**config.mk**
```make
export PLATFORM = sky130hd
export DESIGN_NAME = ifetch_ctrl
export DESIGN_NICKNAME = d
export VERILOG_FILES = /design/src/rtl/ifetch_ctrl.sv
export SDC_FILE = /design/constraint.sdc
export NUM_CORES = 1
export LEC_CHECK = 0
export BUFFER_PORTS_ARGS = -buffer_cell sky130_fd_sc_hd__buf_2
export CORE_AREA = 2 2 75 77
export DETAILED_ROUTE_END_ITERATION = 12
export DIE_AREA = 0 0 77 79
export PLACE_DENSITY = 0.73
export SLEW_MARGIN = 0
export SYNTH_ARGS = -nofsm -noshare
export SYNTH_HDL_FRONTEND = slang
export SYNTH_SLANG_ARGS = --single-unit
```
**constraint.sdc**
```tcl
create_clock -name clk -period 2.4 [get_ports clk]
set_input_delay 0.12 -clock clk [delete_from_list [all_inputs] [get_ports clk]]
set_output_delay 0.12 -clock clk [all_outputs]
set_load 0.02 [all_outputs]
```
**src/rtl/ifetch_ctrl.sv**
```systemverilog
// Instruction-fetch sequencer: one word read per fetch_req over req/gnt/rvalid, IRwr on rvalid.
// Optional stalled-memory timeout is enabled with `define IFETCH_TIMEOUT_EN.
module ifetch_ctrl #(
  parameter int TIMEOUT = 255,
  parameter int CNT_W   = 16
) (
  input  logic             clk,
  input  logic             rst_n,
  input  logic             fetch_req,
  input  logic [31:0]      pc,
  input  logic             flush,
  input  logic             fault_ack,
  output logic             im_req,
  output logic [31:0]      im_addr,
  input  logic             im_gnt,
  input  logic             im_rvalid,
  output logic             IRwr,
  output logic             fetch_done,
  output logic             busy,
  output logic             fault,
  output logic [1:0]       fault_cause,
  output logic [CNT_W-1:0] fetch_cnt
);

  // Handshake: im_req is held from entry to REQ until the cycle im_gnt is seen high;
  // exactly one im_rvalid cycle is then consumed in WAIT, whether or not it is dropped.
  typedef enum logic [2:0] {
    S_IDLE,
    S_REQ,
    S_WAIT,
    S_DONE,
    S_ERR
  } state_t;

  state_t           state;
  logic [31:0]      addr_q;
  logic             drop_q;
  logic [1:0]       cause_q;
  logic [CNT_W-1:0] cnt_q;
  logic             to_hit;

`ifdef IFETCH_TIMEOUT_EN
  logic [7:0] tcnt_q;

  // Counts REQ+WAIT cycles; zero on the first REQ cycle, so TIMEOUT cycles end at TIMEOUT-1.
  assign to_hit = (tcnt_q >= 8'(TIMEOUT - 1));

  always_ff @(posedge clk or negedge rst_n) begin
    if (!rst_n) begin
      tcnt_q <= '0;
    end else if (state == S_REQ || state == S_WAIT) begin
      tcnt_q <= tcnt_q + 8'd1;
    end else begin
      tcnt_q <= '0;
    end
  end
`else
  localparam int TIMEOUT_UNUSED = TIMEOUT;
  assign to_hit = 1'b0;
`endif

  always_ff @(posedge clk or negedge rst_n) begin
    if (!rst_n) begin
      state   <= S_IDLE;
      addr_q  <= '0;
      drop_q  <= 1'b0;
      cause_q <= 2'b00;
      cnt_q   <= '0;
    end else begin
      case (state)
        S_IDLE: begin
          if (fetch_req && !flush) begin
            addr_q <= pc;
            if (pc[1:0] != 2'b00) begin
              state   <= S_ERR;
              cause_q <= 2'b01;
            end else begin
              state <= S_REQ;
            end
          end
        end
        S_REQ: begin
          // A grant always wins; a flush alongside it only marks the response for dropping.
          if (im_gnt) begin
            state  <= S_WAIT;
            drop_q <= flush;
          end else if (flush) begin
            state <= S_IDLE;
          end else if (to_hit) begin
            state   <= S_ERR;
            cause_q <= 2'b10;
          end
        end
        S_WAIT: begin
          if (im_rvalid) begin
            drop_q <= 1'b0;
            if (drop_q || flush) begin
              state <= S_IDLE;
            end else begin
              state <= S_DONE;
              cnt_q <= cnt_q + CNT_W'(1);
            end
          end else if (to_hit) begin
            state   <= S_ERR;
            cause_q <= 2'b10;
            drop_q  <= 1'b0;
          end else if (flush) begin
            drop_q <= 1'b1;
          end
        end
        S_DONE: begin
          state <= S_IDLE;
        end
        S_ERR: begin
          if (fault_ack) begin
            state   <= S_IDLE;
            cause_q <= 2'b00;
          end
        end
        default: begin
          state <= S_IDLE;
        end
      endcase
    end
  end

  assign im_req      = (state == S_REQ);
  assign im_addr     = addr_q;
  assign fetch_done  = (state == S_DONE);
  assign busy        = (state != S_IDLE);
  assign fault       = (state == S_ERR);
  assign fault_cause = cause_q;
  assign fetch_cnt   = cnt_q;

  // Mealy so the IR captures read data on the same edge the memory presents it.
  assign IRwr = (state == S_WAIT) && im_rvalid && !drop_q && !flush;

endmodule

```
==> run summary <==
The endpoint identified for the worst register-to-register timing path is im_addr[20]$_DFFE_PN0P_. For the pin with the worst max-slew slack, the measured transition is 0.661 ns. The final route contains 1,615 vias.

Clock tree synthesis inserted a total of 5 buffers. The synthesized netlist devotes 14.4% of its cell area to simple gates. Fraction of synthesis flops using an asynchronous set or reset pin: 100%. By count the netlist is led by 53 x dfrtp_1, 30 x mux2_1, 9 x nand2_1. Once layout is done, the placed cells without fillers occupy 2940 um2. For the worst flop-to-flop path, the logic depth is 4. After layout, the worst path uses 69.4% of the clock period.

The flow ran to the end, and the final reports show no timing, DRC or antenna violations. In the routed design, unresolved DRC markers number 0. The die is 79 um tall. For this run, the leading register cell type out of synthesis is dfrtp_1. The run gives 1.55 ns as the worst path arrival time. For the total inserted antenna cells, the log shows 0. By startpoint and endpoint, the worst setup path is classified as reg2out. Yosys printed 0 warnings. For this run, the detailed router's first-pass iteration total came to 4. The number of different library cells used by synthesis comes to 34. Setup repair after global routing left no endpoint under its margin. The logs give 0 ns for the setup total negative slack and 2 for the number of buffers on the longest clock path. The worst hold path class was in2reg.

The register bit count reported by yosys was 53. The run gives 0 as the count of maximum capacitance violations. Global routing finished with a remaining overflow of 0. Net switching is 32.3% of the power. The count of buffers from port buffering is 92, and the number of clock sinks is 53. Global routing consumed, over all layers together, 14.5% of the routing resources.

Of the total synthesized cell area, the portion taken by XOR and XNOR cells is 5.78%. For the leakage power figure, the log shows 1.50 nW. The top cell type by area accounts for 58.3% of the synthesized area.

After synthesis the cells add up to 2270 um2. The tools report the setup slack on the worst flop-to-flop path as 0.86 ns. Along the worst path, the maximum fanout reaches 8. Of the synthesized area, sequential elements account for 58.3%. The floorplan has 27 rows. STA puts the critical path data required time at 2.28 ns.

The worst register-to-register path begins at state[2]$_DFFE_PN0P_. The routed design has 4150 um of wire. The first global-routing pass estimated 7030 um of wire. The internal portion of the total power is 1.70 mW.

Power spread over the standard cell area amounts to 853 nW/um2. Summing the areas of all fa, ha and maj instances in the mapped netlist gives 0.550% of the synthesized area. The first routing iteration left 49 violations. By area the synthesized netlist is led by dfrtp_1 58%, mux2_1 15%, xor2_1 3.1%, xnor2_1 2.7%, nor3_2 1.8%. The core region is 5340 um2. The sequential share of power was 47.7%.

The tools report the final-report max-slew violation count as 0. Hold path endpoint: im_addr[15]$_DFFE_PN0P_. Combinational logic is responsible for 27.9% of the overall power.

Leading area contributor after synthesis: dfrtp_1. The area fraction in compound gates after synthesis came out at 1.87%. Shortest period the worst path allows: 1.67 ns. Clock latency at the later pin of the worst-skew pair: 0.30 ns. Endpoint type of the worst setup path: an output port. The instance count of the mapped netlist was 171; the boundary pin count was 94. The worst pin sits at a relative slew slack of 55.9%. The most common cell in the synthesized netlist is dfrtp_1.

The worst ir drop on vdd was 360 uV; the number of antenna violations at the first check in global routing was 0. The logs give 0 for the number of instances resized during post-cts repair and 3150 um for the placed wire-length estimate after detailed placement. Counting instances, the worst hold path has a depth of 2. The number of nets still failing antenna checks after routing was 0. Number of global-route vias before repair: 1,614.

The mux cell area share after synthesis is 17.0%, and the pre-CTS worst setup slack is 0.855 ns. The number of synthesized flops with an enable pin was 0; the die span in x was 77 um. Across all setup checks in the final design, the least slack found is 0.735 ns.

The number of nets handed over by synthesis was 211. Final cell count without fillers: 341. The root buffer cell chosen for the clock tree is clkbuf_8. The final-report hold violation count is 0, and the area enclosed by the die boundary is 6080 um2. The area growth from synthesis to layout is 29.1%. The number of setup violations in the final report was 0; the average footprint of a synthesized cell was 13.3 um2. Measured on the finished design, the core utilization comes to 55.0%.

The dominant combinational cell family by area after synthesis was multiplexers. In the final routed layout, each cell accounts on average for 12.2 um. The per-cell via count in the routed design is 4.74. In this run the cell area measured after placement is 2810 um2. Across the routed clock network, the largest skew measured is 0.00759 ns.

The final-layout worst hold slack came out at 0.0301 ns. The run gives 809 uW as the net switching power. The tools report the startpoint of the lowest-slack hold path as pc[15]. After detailed placement, the design holds a cell count of 332.

For this configuration, the core starts out at a cell density of 42.6%. The fmax came out at 601 MHz. The post-layout total power was 2.50 mW. The share of total power dissipated in the clock network is 24.4%. The H-tree was split into 2 levels. The run gives 33 as the largest net degree at the start of global routing.

TritonCTS built the clock tree. The post-route netlist has 42.8% of its cells at a drive strength greater than 1. The clock transition at the register clock pins on the worst setup and hold paths after CTS works out to 0.09 ns. For the global placement routability congestion, the log shows 0.831. After the last flow step, the layout net total stands at 308. STA classifies the critical path startpoint as a register.
[sequential cells by signal, indices dropped and copies added (netlist names)]
name,cells
im_addr,32
drop_q,1
fetch_cnt,16
state,3
fault_cause,1
[power by group through the flow]
stage          sequential (mW)  clock [mW]  combinational, mW
3_5_place_dp              1.22           0              0.710
3_3_place_gp              1.21           0              0.695
6_report                  1.20       0.612              0.698
5_1_grt                   1.22       0.683              0.753
4_1_cts                   1.20       0.642              0.711
2_1_floorplan             1.43           0              0.212
[worst max-delay path: stages (launching register included)]
cell,delay (ns)
dfrtp_1,0.46
and4bb_4,0.40
and2_4,0.21
buf_2,0.18
[kinds of logic after synthesis]
| logic type | count (synthesis) |
|---|---|
| DFF | 53 |
| and+or+nand+nor | 51 |
| muxes | 34 |
| xor gates and xnor gates | 15 |
| AOI/OAI and AO/OA | 8 |
| buffers and inverters | 8 |
| adders and majority gates | 1 |
| other | 1 |
[area by class of cell]
cell class / count / area [um2]
repair buffers: 95 / 485
clock inverters: 2 / 37.5
inverters: 3 / 11.3
flip-flops and latches: 53 / 1330
well taps: 72 / 90.1
multi-input cells: 110 / 902
clock buffers: 6 / 82.6
fillers: 474 / 2400
[timing repair]
action,in CTS,in global routing
setup buffers,0,0
endpoints found under the hold margin,29,0
hold buffers,1,0
[worst max path at each step]
stage | from | endpoint | slack (ns) | cells past startpoint
floorplan | state[0]$_DFFE_PN0P_ | fetch_cnt[1]$_DFFE_PN0P_ | 0.90 | 4
global placement | state[2]$_DFFE_PN0P_ | im_addr[20]$_DFFE_PN0P_ | 0.90 | 4
detailed placement | state[2]$_DFFE_PN0P_ | im_addr[28]$_DFFE_PN0P_ | 0.85 | 4
CTS | state[0]$_DFFE_PN0P_ | IRwr | 0.72 | 3
global route | state[0]$_DFFE_PN0P_ | IRwr | 0.65 | 3
finish | state[0]$_DFFE_PN0P_ | IRwr | 0.73 | 3
[per-layer routing]
layer	global-route usage (%)	vias to the layer above	part of all wire, %
li1	-	786	-
met1	17.3	768	43
met2	25.0	59	49
met3	4.09	2	7.1
met4	5.36	0	0.55
met5	0	-	0
[layout by cell type (no fill, tap or decap), types with 2 or more instances in the layout]
master	instances
nand3_2	2
buf_4	2
nand3_1	6
nor3_2	4
nand2b_1	2
clkbuf_8	6
mux2_1	30
xnor2_1	7
mux2_2	2
inv_1	3
o21ai_0	3
nand4_1	4
dfrtp_1	53
buf_2	92
nor3_1	2
nor2_1	7
nand2_1	9
xor2_1	8
and4_1	2
and3_1	4
a21oi_1	3
nor2b_1	2
a31oi_1	2
Note: power is estimated with default switching activity, not from simulation.
